File: config.mk
export PLATFORM = sky130hd
export DESIGN_NAME = race_stats_formatter
export DESIGN_NICKNAME = d
export VERILOG_FILES = /design/src/rtl/race_pkg.sv /design/src/rtl/bcd_sat_counter.sv /design/src/rtl/race_stats_formatter.sv
export SDC_FILE = /design/constraint.sdc
export NUM_CORES = 1
export LEC_CHECK = 0
export ABC_AREA = 1
export CAP_MARGIN = 20
export CORE_MARGIN = 1.5
export CORE_UTILIZATION = 55
export CTS_CLUSTER_SIZE = 28
export DETAILED_ROUTE_END_ITERATION = 12
export PLACE_DENSITY = 0.74
export SYNTH_ARGS = -nofsm -noshare
export SYNTH_HDL_FRONTEND = slang
export SYNTH_SLANG_ARGS = --single-unit
File: constraint.sdc
create_clock -name clk -period 3.6 [get_ports clk]
set_input_delay 0.72 -clock clk [delete_from_list [all_inputs] [get_ports clk]]
set_output_delay 0.72 -clock clk [all_outputs]
set_load 0.01 [all_outputs]
File: src/rtl/race_pkg.sv
// rtl/race_pkg.sv - shared state, mode and glyph definitions for the race stats formatter
package race_pkg;

    typedef enum logic [1:0] {
        ST_IDLE = 2'd0,
        ST_RUN  = 2'd1,
        ST_DONE = 2'd2
    } race_state_e;

    localparam logic [1:0] MODE_TIME  = 2'd0;
    localparam logic [1:0] MODE_HITS  = 2'd1;
    localparam logic [1:0] MODE_MISS  = 2'd2;
    localparam logic [1:0] MODE_BLANK = 2'd3;

    localparam logic [3:0] GLYPH_MARK  = 4'd10;
    localparam logic [3:0] GLYPH_BLANK = 4'd12;

    // Blanks zero digits above the units digit, scanning down from digit ndig-1
    // until the first nonzero digit; digits at or above ndig pass through.
    function automatic logic [15:0] blank_lz(input logic [15:0] d, input int ndig);
        logic lead;
        blank_lz = d;
        lead     = 1'b1;
        for (int i = 3; i >= 1; i--) begin
            if (i < ndig) begin
                if (lead && (d[i*4 +: 4] == 4'd0)) begin
                    blank_lz[i*4 +: 4] = GLYPH_BLANK;
                end else begin
                    lead = 1'b0;
                end
            end
        end
    endfunction

endpackage

File: src/rtl/bcd_sat_counter.sv
// rtl/bcd_sat_counter.sv - multi-digit BCD up-counter that sticks at all-nines
module bcd_sat_counter #(
    parameter int NDIG = 4
) (
    input  logic              clk,
    input  logic              rst,
    input  logic              clr,
    input  logic              inc,
    output logic [NDIG*4-1:0] q
);

    logic [NDIG*4-1:0] r_q;
    logic [NDIG*4-1:0] w_next;
    logic              w_all_nines;
    logic              w_carry;

    always_comb begin
        w_next      = r_q;
        w_carry     = 1'b1;
        w_all_nines = 1'b1;
        for (int i = 0; i < NDIG; i++) begin
            if (r_q[i*4 +: 4] != 4'd9) begin
                w_all_nines = 1'b0;
            end
            if (w_carry) begin
                if (r_q[i*4 +: 4] == 4'd9) begin
                    w_next[i*4 +: 4] = 4'd0;
                end else begin
                    w_next[i*4 +: 4] = r_q[i*4 +: 4] + 4'd1;
                    w_carry          = 1'b0;
                end
            end
        end
    end

    always_ff @(posedge clk or posedge rst) begin
        if (rst) begin
            r_q <= '0;
        end else if (clr) begin
            r_q <= '0;
        end else if (inc && !w_all_nines) begin
            r_q <= w_next;
        end
    end

    assign q = r_q;

endmodule

File: src/rtl/race_stats_formatter.sv
// rtl/race_stats_formatter.sv - typing-race timer/hit/miss counters with 4-glyph display output
module race_stats_formatter
    import race_pkg::*;
#(
    parameter int TICKS_PER_SEC = 100000000
) (
    input  logic        clk,
    input  logic        rst,
    input  logic        start,
    input  logic        finish,
    input  logic        hit,
    input  logic        miss,
    input  logic [1:0]  mode,
    output logic [15:0] nums,
    output logic        running,
    output logic        done
);

    localparam int PW = (TICKS_PER_SEC > 1) ? $clog2(TICKS_PER_SEC) : 1;
    localparam logic [PW-1:0] PRESC_MAX = PW'(TICKS_PER_SEC - 1);

    race_state_e   r_state;
    race_state_e   w_state_next;
    logic [PW-1:0] r_presc;
    logic          r_running;
    logic          r_done;
    logic [15:0]   r_nums;
    logic [15:0]   w_nums;
    logic          w_clr;
    logic          w_in_run;
    logic          w_wrap;
    logic [11:0]   w_sec;
    logic [15:0]   w_hits;
    logic [7:0]    w_miss;

    assign w_wrap = (r_presc == PRESC_MAX);

    always_comb begin
        w_state_next = r_state;
        w_clr        = 1'b0;
        w_in_run     = 1'b0;
        unique case (r_state)
            ST_IDLE, ST_DONE: begin
                if (start) begin
                    w_state_next = ST_RUN;
                    w_clr        = 1'b1;
                end
            end
            ST_RUN: begin
                w_in_run = 1'b1;
                // The tick that lands seconds on 999 also ends the race.
                if (finish || (w_wrap && (w_sec == 12'h998))) begin
                    w_state_next = ST_DONE;
                end
            end
            default: w_state_next = ST_IDLE;
        endcase
    end

    always_ff @(posedge clk or posedge rst) begin
        if (rst) begin
            r_state   <= ST_IDLE;
            r_presc   <= '0;
            r_running <= 1'b0;
            r_done    <= 1'b0;
            r_nums    <= 16'hCCC0;
        end else begin
            r_state   <= w_state_next;
            r_running <= (w_state_next == ST_RUN);
            r_done    <= (w_state_next == ST_DONE);
            r_nums    <= w_nums;
            if (w_clr) begin
                r_presc <= '0;
            end else if (w_in_run) begin
                r_presc <= w_wrap ? '0 : r_presc + PW'(1);
            end
        end
    end

    bcd_sat_counter #(.NDIG(3)) u_sec (
        .clk (clk),
        .rst (rst),
        .clr (w_clr),
        .inc (w_in_run && w_wrap),
        .q   (w_sec)
    );

    bcd_sat_counter #(.NDIG(4)) u_hits (
        .clk (clk),
        .rst (rst),
        .clr (w_clr),
        .inc (w_in_run && hit),
        .q   (w_hits)
    );

    bcd_sat_counter #(.NDIG(2)) u_miss (
        .clk (clk),
        .rst (rst),
        .clr (w_clr),
        .inc (w_in_run && miss),
        .q   (w_miss)
    );

    always_comb begin
        w_nums = {4{GLYPH_BLANK}};
        unique case (mode)
            MODE_TIME: begin
                w_nums          = blank_lz({4'd0, w_sec}, 3);
                w_nums[15:12]   = GLYPH_BLANK;
            end
            MODE_HITS: begin
                w_nums = blank_lz(w_hits, 4);
            end
            MODE_MISS: begin
                w_nums          = blank_lz({8'd0, w_miss}, 2);
                w_nums[15:12]   = GLYPH_MARK;
                w_nums[11:8]    = GLYPH_BLANK;
            end
            default: begin
                w_nums = {4{GLYPH_BLANK}};
            end
        endcase
    end

    assign nums    = r_nums;
    assign running = r_running;
    assign done    = r_done;

endmodule
==> flow_summary_export.csv <==
group,metric,value,unit
timing,tightestPinTransition,0.842,ns
routing,ant_nets,0,
clock_tree,clk_latency,0.35,ns
clock_tree,cts_tree,"done",
timing,finalSetupViolations,0,
clock_tree,clkTransAtPathRegs,0.09,ns
synthesis,syn_area,0.00493,mm²
routing,routed_wl,11700,µm
clock_tree,cts_max_level,3,
setup_path,arrival,2.47,ns
floorplanning,start_util,56.5,%
clock_tree,cts_max_path_buffers,2,
setup_path,crit_type,"in2reg",
clock_tree,ctsResizeCount,0,
floorplanning,die_area,0.00954,mm²
timing,rsz0062_at_grt,"false",
placement,port_buffers,25,
routing,avgRoutedWirePerCell,14.2,µm
outcome,status,"finished, final reports clean",
power,total_power,3010,µW
placement,pre_cts_ws,1.08,ns
routing,drt_iter0_markers,338,
layout,n_fill_cell,741,
routing,vias,4600,
layout,drive_above_1_share,9.79,%
clock_tree,cts_root_buf,"clkbuf_8",
global_routing,overflow,0,
clock_tree,clock_sinks,83,
synthesis,synth_xor_area_share,2.13,%
min_path,hp-class,"reg2reg",
routing,vias_per_cell,5.59,
timing,finalCritPeriodShare,60.8,%
synthesis,yosys_warnings,0,
timing,finalHoldViolCount,0,
job,drv_cap,0,
timing,finalSetupTns,0,ns
power,power.density,549,mW/mm²
timing,slew_violations,0,
layout,multiInputGateArea,0.00244,mm²
synthesis,synth_fa_ha_area_share,0.254,%
setup_path,r2r-start,"r_presc[1]",
synthesis,synth-simple-area-share,39.8,%
power,power_leakage,0.00259,µW
synthesis,synth_compound_area_share,7.26,%
layout,final_cell_mix,"nand2_1 (194), inv_1 (80), dfrtp_1 (77), nand3_1 (76), nor2_1 (74)",
layout,syn2layout_area_growth,11.2,%
synthesis,synth_flop_cell,"dfrtp_1",
synthesis,ys_ff_latch,83,
floorplanning,core_area,0.00872,mm²
synthesis,synthMuxAreaShare,0,%
synthesis,async_flop_share,100,%
global_routing,grt_pass1_wl,20300,µm
timing,setup_slack,1.41,ns
layout,ff_latch_area,0.00208,mm²
global_routing,antenna_found_initial,0,
setup_path,reg2reg_to,"r_presc[23]",
setup_path,worst_setup_path_start_kind,"input pin",
clock_tree,post-cts-setup-buffers,0,
layout,layout_commonest_cell,"nand2_1",
floorplanning,die_h,97.7,µm
floorplanning,io_pins,26,
placement,dpl.hpwl,8670,µm
setup_path,crit_fanout,14,
timing,fmax,457,MHz
synthesis,synth_edf_count,0,
floorplanning,rows,34,
power,vdd_drop_max,238,µV
timing,whs,0.533,ns
synthesis,synth_top_family_by_area,"simple AND/OR/NAND/NOR gates",
global_routing,grt_use_total,25.8,%
timing,relSlewSlack,43.8,%
floorplanning,fp.dieW,97.7,µm
routing,drc,0,
timing,layout_min_cycle_time,2.19,ns
synthesis,syn-num-nets,692,
min_path,holdPathStages,2,
min_path,hold_start,"u_sec.q[10]",
timing,finClkSkew,0.0160,ns
global_routing,grt_max_degree,49,
routing,dr.pass1.iters,5,
clock_tree,cts_buffers,9,
synthesis,synthCells,683,
layout,diodes,0,
synthesis,seq_area_frac_synth,42.3,%
synthesis,syn_area_per_cell,7.22,µm²
setup_path,end_kind,"flop",
placement,gp_congestion,0.900,
setup_path,r2r_slack,1.65,ns
setup_path,cp.required,3.89,ns
global_routing,grt_pass1_vias,4360,
setup_path,rr_worst_depth,10,
synthesis,ys_types,36,
clock_tree,holdBufCountCts,0,
layout,nets,719,
min_path,timing.hold.worst_endpoint,"u_sec.q[10]",
## worst max-delay path, stage by stage
cell             delay [ns]
clkdlybuf4s50_1        0.50
nand2_2                0.18
nand2_1                0.25
buf_4                  0.27
nand2_1                0.09
nor2_2                 0.18
nand3_1                0.09
nand2_1                0.07
nand2_1                0.06
nor2_2                 0.07
## layer usage
| metal | routed length, µm | GRT usage [%] | vias up | share of wire, % |
|---|---|---|---|---|
| li1 | - | - | 2258 | - |
| met1 | 5430 | 35.8 | 2190 | 47 |
| met2 | 5650 | 43.1 | 134 | 48 |
| met3 | 416 | 2.66 | 18 | 3.6 |
| met4 | 172 | 7.14 | 0 | 1.5 |
| met5 | 0 | 0 | - | 0 |
## sequential cells by signal (all words and copies together), names as in the netlist
register  cells
r_presc      27
nums         16
u_hits.q     16
u_sec.q      12
u_miss.q      8
r_state       2
done          1
running       1
## per-stage QoR
stage | cell area [µm²] | util [%] | cells
finish | 5480 | 62.9 | 823
global route | 5480 | 62.9 | 823
CTS | 5480 | 62.9 | 823
detailed placement | 5280 | 60.5 | 807
global placement | 5280 | 60.5 | 807
floorplan | 4930 | - | 683
## cell usage after synthesis, types with 2 or more instances
library cell	n	area share, %
dfstp_2	6	3.2
o21ai_0	33	3.3
nand3_1	76	7.7
a31oi_1	2	0.25
o22ai_1	5	0.63
o21ai_1	3	0.30
nand2_4	3	0.69
inv_1	81	6.2
o21ai_2	2	0.36
nor3_1	10	1.0
a21oi_1	13	1.3
nor2_1	74	5.6
xnor2_1	3	0.53
nor2_4	3	0.69
nand4_1	28	3.6
nand3b_1	3	0.46
nand3_2	3	0.61
clkbuf_1	3	0.23
inv_2	4	0.30
nor2_2	17	2.2
buf_2	6	0.61
buf_4	2	0.30
nand2_1	194	15
dfrtp_1	77	39
nand3_4	2	0.71
nand2_2	7	0.89
nor3_2	2	0.41
xor2_1	9	1.6
o221ai_1	5	0.89
## final cells by class
cell class	count	share of cell area, %
clock buffers	13	2.90
flip-flops and latches	83	38.0
clock inverters	3	0.844
multi-input cells	501	44.5
inverters	86	5.93
repair buffers	29	5.34
well taps	108	2.46
## cells by family after synthesis
| kind of cell | after synthesis |
|---|---|
| AOI/OAI and AO/OA | 64 |
| xor gates and xnor gates | 12 |
| adders and majority gates | 1 |
| buffers and inverters | 99 |
| DFF | 83 |
| and+or+nand+nor | 424 |
## power by group
part / internal, µW / switching (µW)
Clock: 363 / 342
Combinational: 354 / 615
Sequential: 1150 / 188
Total: 1860 / 1140
## how the worst max path moves through the flow
stage | to | depth (start not counted) | from | slack (ns)
after CTS | r_presc[23] | 7 | start | 1.45
after detailed placement | r_presc[23] | 7 | start | 1.08
after global routing | r_presc[21] | 10 | start | 1.27
final | r_presc[21] | 10 | start | 1.41
after global placement | r_presc[21] | 10 | start | 1.12
after floorplan | done | 1 | rst | 0.75
Note: power is estimated with default switching activity, not from simulation.
